### src/rtl/branch_resolve_unit.sv
// -----------------------------------------------------------------------------
// branch_resolve_unit
//
// Resolves RV32I conditional branches in the execute stage.
// - Compares the forwarded operands according to funct3.
// - Computes pc + imm.
// - Drives a registered one-cycle redirect towards fetch.
// - Runs a flush sequencer that squashes wrong-path instructions in IF/ID.
// - Keeps saturating branch and taken-branch counters for the CSR block.
//
// Parameters
//   FLUSH_CYCLES : cycles `flush` stays high per taken branch (1..15)
//   CNT_W        : width of the performance counters
//
// Ports
//   clk, rst               : clock, synchronous active-high reset
//   Stall                  : freezes all state and outputs
//   br_valid, funct3       : branch present, branch type
//   rdata_FA_R, rdata_FB_R : forwarded rs1 / rs2 operands
//   pc, imm                : branch PC, sign-extended B-type immediate
//   redirect, target_pc    : registered redirect pulse and target
//   flush                  : squash younger instructions
//   br_illegal             : registered pulse for funct3 010/011
//   br_count, taken_count  : saturating performance counters
// -----------------------------------------------------------------------------
module branch_resolve_unit #(
    parameter int unsigned FLUSH_CYCLES = 2,
    parameter int unsigned CNT_W        = 16
) (
    input  logic             clk,
    input  logic             rst,
    input  logic             Stall,
    input  logic             br_valid,
    input  logic [2:0]       funct3,
    input  logic [31:0]      rdata_FA_R,
    input  logic [31:0]      rdata_FB_R,
    input  logic [31:0]      pc,
    input  logic [31:0]      imm,
    output logic             redirect,
    output logic [31:0]      target_pc,
    output logic             flush,
    output logic             br_illegal,
    output logic [CNT_W-1:0] br_count,
    output logic [CNT_W-1:0] taken_count
);

    typedef enum logic {
        IDLE  = 1'b0,
        FLUSH = 1'b1
    } state_e;

    localparam logic [3:0] FLUSH_LOAD = 4'(FLUSH_CYCLES - 1);

    state_e           state_q, state_d;
    logic [3:0]       fcnt_q, fcnt_d;
    logic             redirect_q, redirect_d;
    logic [31:0]      target_q, target_d;
    logic             illegal_q, illegal_d;
    logic [CNT_W-1:0] br_cnt_q, br_cnt_d;
    logic [CNT_W-1:0] tk_cnt_q, tk_cnt_d;

    logic cond_taken;
    logic cond_illegal;
    logic accept;
    logic take;

    // ---------------------------------------------------------------- compare
    // NOTE: every signal assigned in an always_comb gets a default first, so
    // no path leaves it unassigned and no latch is inferred.
    always_comb begin
        cond_taken   = 1'b0;
        cond_illegal = 1'b0;
        unique case (funct3)
            3'b000:  cond_taken = (rdata_FA_R == rdata_FB_R);
            3'b001:  cond_taken = (rdata_FA_R != rdata_FB_R);
            3'b100:  cond_taken = ($signed(rdata_FA_R) <  $signed(rdata_FB_R));
            3'b101:  cond_taken = ($signed(rdata_FA_R) >= $signed(rdata_FB_R));
            3'b110:  cond_taken = (rdata_FA_R <  rdata_FB_R);
            3'b111:  cond_taken = (rdata_FA_R >= rdata_FB_R);
            default: cond_illegal = 1'b1;   // 010 / 011: never taken
        endcase
    end

    // Branches arriving while the flush runs are wrong-path and are dropped.
    assign accept = br_valid && !Stall && (state_q == IDLE);
    assign take   = accept && cond_taken;

    // ------------------------------------------------------ FSM: next state
    always_comb begin
        state_d = state_q;
        fcnt_d  = fcnt_q;
        if (!Stall) begin
            unique case (state_q)
                IDLE: begin
                    if (take) begin
                        state_d = FLUSH;
                        fcnt_d  = FLUSH_LOAD;
                    end
                end
                FLUSH: begin
                    if (fcnt_q == 4'd0) state_d = IDLE;
                    else                fcnt_d  = fcnt_q - 4'd1;
                end
                default: state_d = IDLE;
            endcase
        end
    end

    // ---------------------------------------------------------- FSM: output
    always_comb begin
        flush = (state_q == FLUSH);
    end

    // ----------------------------------------------------------- datapath
    always_comb begin
        // Pulses hold their level under stall so the consumer still sees them.
        redirect_d = Stall ? redirect_q : take;
        illegal_d  = Stall ? illegal_q  : (accept && cond_illegal);
        target_d   = take ? (pc + imm) : target_q;
        br_cnt_d   = br_cnt_q;
        tk_cnt_d   = tk_cnt_q;
        if (accept && (br_cnt_q != {CNT_W{1'b1}})) br_cnt_d = br_cnt_q + CNT_W'(1);
        if (take   && (tk_cnt_q != {CNT_W{1'b1}})) tk_cnt_d = tk_cnt_q + CNT_W'(1);
    end

    // ------------------------------------------------- FSM + state registers
    // NOTE: sequential state uses non-blocking assignments so every flop
    // samples its pre-edge inputs regardless of statement order.
    always_ff @(posedge clk) begin
        if (rst) begin
            state_q    <= IDLE;
            fcnt_q     <= 4'd0;
            redirect_q <= 1'b0;
            target_q   <= 32'd0;
            illegal_q  <= 1'b0;
            br_cnt_q   <= '0;
            tk_cnt_q   <= '0;
        end else begin
            state_q    <= state_d;
            fcnt_q     <= fcnt_d;
            redirect_q <= redirect_d;
            target_q   <= target_d;
            illegal_q  <= illegal_d;
            br_cnt_q   <= br_cnt_d;
            tk_cnt_q   <= tk_cnt_d;
        end
    end

    assign redirect    = redirect_q;
    assign target_pc   = target_q;
    assign br_illegal  = illegal_q;
    assign br_count    = br_cnt_q;
    assign taken_count = tk_cnt_q;

endmodule

### config.mk
export PLATFORM = sky130hd
export DESIGN_NAME = branch_resolve_unit
export DESIGN_NICKNAME = d
export VERILOG_FILES = /design/src/rtl/branch_resolve_unit.sv
export SDC_FILE = /design/constraint.sdc
export NUM_CORES = 1
export LEC_CHECK = 0
export ABC_AREA = 1
export CORE_MARGIN = 2
export CORE_UTILIZATION = 46
export DETAILED_ROUTE_END_ITERATION = 8
export PLACE_DENSITY_LB_ADDON = 0.3
export RECOVER_POWER = 50
export SYNTH_ARGS = -nofsm -noshare
export SYNTH_HDL_FRONTEND = slang
export SYNTH_SLANG_ARGS = --single-unit
export TNS_END_PERCENT = 10
### constraint.sdc
create_clock -name clk -period 3 [get_ports clk]
set_input_delay 0.3 -clock clk [delete_from_list [all_inputs] [get_ports clk]]
set_output_delay 0.3 -clock clk [all_outputs]
set_load 0.03 [all_outputs]
==> flow_metrics.tcl <==
set metrics [dict create \
    drc 0 \
    synthFlopType "sky130_fd_sc_hd__dfxtp_1" \
    globalRouteTotalUtil_pct 23.1 \
    syn_area_per_cell_um2 6.88 \
    hold_viol 0 \
    ant_nets 0 \
    syn_area_um2 5620 \
    post-route-min-period_ns 2.60 \
    status "finished clean" \
    final_core_util_pct 68.0 \
    synth-seq-area-share_pct 25.3 \
    timing.critical_path.required_ns 3.21 \
    vias_in_the_first_global_route 5729 \
    dieArea_um2 13100 \
    drt-wirelength-per-cell_um 12.8 \
    ys_seq_elements 71 \
    maxSlewViolCount 0 \
    tightest_slew_ns 0.671 \
    ys_types 40 \
    synthesized_netlist_net_count 1019 \
    die_width_um 115 \
    post-place-cells 1161 \
    top_post_synthesis_cells_by_area "sky130_fd_sc_hd__dfxtp_1 (25%), sky130_fd_sc_hd__ha_1 (15%), sky130_fd_sc_hd__a21oi_1 (9.9%)" \
    die_height_um 115 \
    stdcell_area_um2 8140 \
    drive_above_1_share_pct 4.85 \
    criticalPathCategory "input pin to register" \
    drt_first_pass_iters 5 \
    postCtsHoldBufs 0 \
    rsz0062_at_grt "no" \
    cts-htree-levels 3 \
    setup_viol 0 \
    totalWireLength_um 15100 \
    yosysWarnings 0 \
    numCtsBuffers 9 \
    dr_total_vias 6032 \
    post_cts_resized 0 \
    floorplan.io_pins 202 \
    postSynthCellCount 817 \
    clk_root_buffer_cell "sky130_fd_sc_hd__clkbuf_16" \
    clock-skew-final_ns 0.00902 \
    holdCritPathClass "register to register" \
    synthDominantCellAreaShare_pct 25.3 \
    ys_async_sr_fraction_pct 0 \
    place_congestion 0.971 \
    area_growth_from_synthesis_to_layout_pct 44.7 \
    floorplan.core_area_um2 12000 \
    cts.reportedPaths.clkPinSlew_ns 0.06 \
    grt_first_pass_wirelength_um 25000 \
    grt-ovfl-total 0 \
    fin_tns_setup_ns 0 \
    detail_route.vias_per_cell 5.12 \
    finish.net_count 1227 \
    start_kind "input pin" \
    cts.path.max_buffers 2 \
    max_freq_ghz 0.384 \
    worst-endpoint-arrival_ns 2.81 \
    grt_max_degree 29 \
    endpoint_kind "register" \
    initial_antenna_violation_count 0 \
    cell_taking_the_most_area_after_synthesis "sky130_fd_sc_hd__dfxtp_1" \
    worst_skew_pair.late_latency_ns 0.33 \
    clock_sink_count 71 \
    floorplan.rows 40 \
    dpl-instance-area_um2 7840 \
    post-route-period-util_pct 86.7 \
    initialDrtViolationCount 289 \
    tritoncts_clock_tree "built" \
    ir_drop_uv 258 \
    post_synth_edffs 0 \
    finalHoldWorstSlack_ns 0.464 \
    cts_setup_buffers 0 \
    critical_path_peak_fanout 4 \
    num_antenna_cells 0 \
    leak_pwr_nw 3.79 \
    max_cap_viol_count 0 \
    timing.max_slew.rel_slack_pct 55.2 \
    place_hpwl_um 12300 \
    io_buffer_count 201 \
    power.density_cell_area_nw_per_um2 365 \
    initial_core_util_pct 47.0 \
    post_layout_nonfiller_instances 1177 \
]
## synthesized netlist by cell type, types with 2 or more instances
cell type and instances:
sky130_fd_sc_hd__o21a_1 7, sky130_fd_sc_hd__a221oi_1 3, sky130_fd_sc_hd__xnor2_1 23, sky130_fd_sc_hd__a21o_1 6, sky130_fd_sc_hd__o21ai_2 2, sky130_fd_sc_hd__nand2_1 140
sky130_fd_sc_hd__o21ai_1 2, sky130_fd_sc_hd__nor4_1 2, sky130_fd_sc_hd__xor2_1 23, sky130_fd_sc_hd__a21oi_1 111, sky130_fd_sc_hd__nand2_4 2, sky130_fd_sc_hd__nand3b_1 4
sky130_fd_sc_hd__o21bai_1 5, sky130_fd_sc_hd__buf_2 2, sky130_fd_sc_hd__nand4_1 8, sky130_fd_sc_hd__inv_1 108, sky130_fd_sc_hd__nand2_2 3, sky130_fd_sc_hd__nor3_2 3
sky130_fd_sc_hd__ha_1 66, sky130_fd_sc_hd__or2_2 2, sky130_fd_sc_hd__nor2_1 63, sky130_fd_sc_hd__a211oi_1 2, sky130_fd_sc_hd__a31oi_1 4, sky130_fd_sc_hd__clkbuf_1 9
sky130_fd_sc_hd__nor2_2 3, sky130_fd_sc_hd__inv_2 3, sky130_fd_sc_hd__nor3_1 19, sky130_fd_sc_hd__o21ai_0 56, sky130_fd_sc_hd__buf_6 5, sky130_fd_sc_hd__dfxtp_1 71
sky130_fd_sc_hd__nand3_1 51
## layout make-up
cell class                      count  area, um2
Fill cell                        1065       3820
Multi-Input combinational cell    617       3670
Inverter                          112        423
Clock inverter                      7       78.8
Sequential cell                    71       1420
Timing Repair Buffer              214       2130
Clock buffer                        9        225
Tap cell                          147        184
## kinds of logic after synthesis
| family | synth area share (%) |
|---|---|
| AOI/OAI and AO/OA | 19.4 |
| xor gates and xnor gates | 7.17 |
| adders and majority gates | 15.0 |
| buffers and inverters | 9.39 |
| DFF | 25.3 |
| and+or+nand+nor | 23.7 |
## worst paths after layout
kind / cells after the start / from / end / slack (ns)
max: 14 / pc[0] / target_pc[30]$_SDFFE_PP0P_ / 0.40
min: 2 / br_illegal$_SDFFE_PP0N_ / br_illegal$_SDFFE_PP0N_ / 0.46
min reg2reg: 2 / br_illegal$_SDFFE_PP0N_ / br_illegal$_SDFFE_PP0N_ / 0.46
max reg2reg: 9 / taken_count[0]$_SDFFE_PP0P_ / taken_count[3]$_SDFFE_PP0P_ / 0.70
## report_power, final
part | leakage, nW | switching, W | internal (W) | total (W)
Sequential | 0.575 | 0.0000193 | 0.000976 | 0.000995
Combinational | 3.07 | 0.000460 | 0.000425 | 0.000885
Clock | 0.151 | 0.000436 | 0.000654 | 0.00109
## cells in the final DEF, fill, tap and decap left out, types with 4 or more instances in the layout
cell type	synthesis	final
sky130_fd_sc_hd__nand2_1	140	140
sky130_fd_sc_hd__clkdlybuf4s50_1	0	135
sky130_fd_sc_hd__a21oi_1	111	111
sky130_fd_sc_hd__inv_1	108	108
sky130_fd_sc_hd__dfxtp_1	71	71
sky130_fd_sc_hd__ha_1	66	66
sky130_fd_sc_hd__dlygate4sd3_1	0	66
sky130_fd_sc_hd__nor2_1	63	64
sky130_fd_sc_hd__o21ai_0	56	56
sky130_fd_sc_hd__nand3_1	51	51
sky130_fd_sc_hd__xnor2_1	23	23
sky130_fd_sc_hd__xor2_1	23	23
sky130_fd_sc_hd__nor3_1	19	19
sky130_fd_sc_hd__buf_4	0	11
sky130_fd_sc_hd__clkbuf_16	0	9
sky130_fd_sc_hd__nand4_1	8	8
sky130_fd_sc_hd__o21a_1	7	7
sky130_fd_sc_hd__a21o_1	6	6
sky130_fd_sc_hd__o21bai_1	5	5
sky130_fd_sc_hd__a31oi_1	4	4
sky130_fd_sc_hd__nand3b_1	4	4
## worst max-delay path: stages
cell and delay (ns):
sky130_fd_sc_hd__clkdlybuf4s50_1 0.46, sky130_fd_sc_hd__ha_1 0.16, sky130_fd_sc_hd__inv_1 0.05, sky130_fd_sc_hd__fa_1 0.41, sky130_fd_sc_hd__o21ai_2 0.20, sky130_fd_sc_hd__a21oi_1 0.15
sky130_fd_sc_hd__o21ai_2 0.24, sky130_fd_sc_hd__a21oi_1 0.13, sky130_fd_sc_hd__o21ai_0 0.18, sky130_fd_sc_hd__buf_4 0.16, sky130_fd_sc_hd__nand3_1 0.06, sky130_fd_sc_hd__nand2_1 0.09
sky130_fd_sc_hd__xor2_1 0.14, sky130_fd_sc_hd__a21oi_1 0.07
## state kept, by name (all words and copies together), names as in the netlist
| signal | count |
|---|---|
| taken_count | 16 |
| redirect | 1 |
| target_pc | 32 |
| br_count | 16 |
| fcnt_q | 4 |
| flush | 1 |
| br_illegal | 1 |
## metal layers
metal	part of all wire (%)	vias to the layer above	global-route usage, %
li1	-	3164	-
met1	44	2654	27.7
met2	48	184	41.5
met3	5.2	30	3.12
met4	2.7	0	8.78
met5	0	-	0
## through the flow
| step | total power (W) | setup slack [ns] |
|---|---|---|
| 5_1_grt | 0.00314 | 0.0708 |
| 6_report | 0.00297 | 0.399 |
| 2_1_floorplan | 0.00154 | 0.728 |
| 3_5_place_dp | 0.00191 | 0.0678 |
| 4_1_cts | 0.00301 | 0.413 |
| 3_3_place_gp | 0.00190 | 0.0867 |
Power figures use the tool's default switching activity.
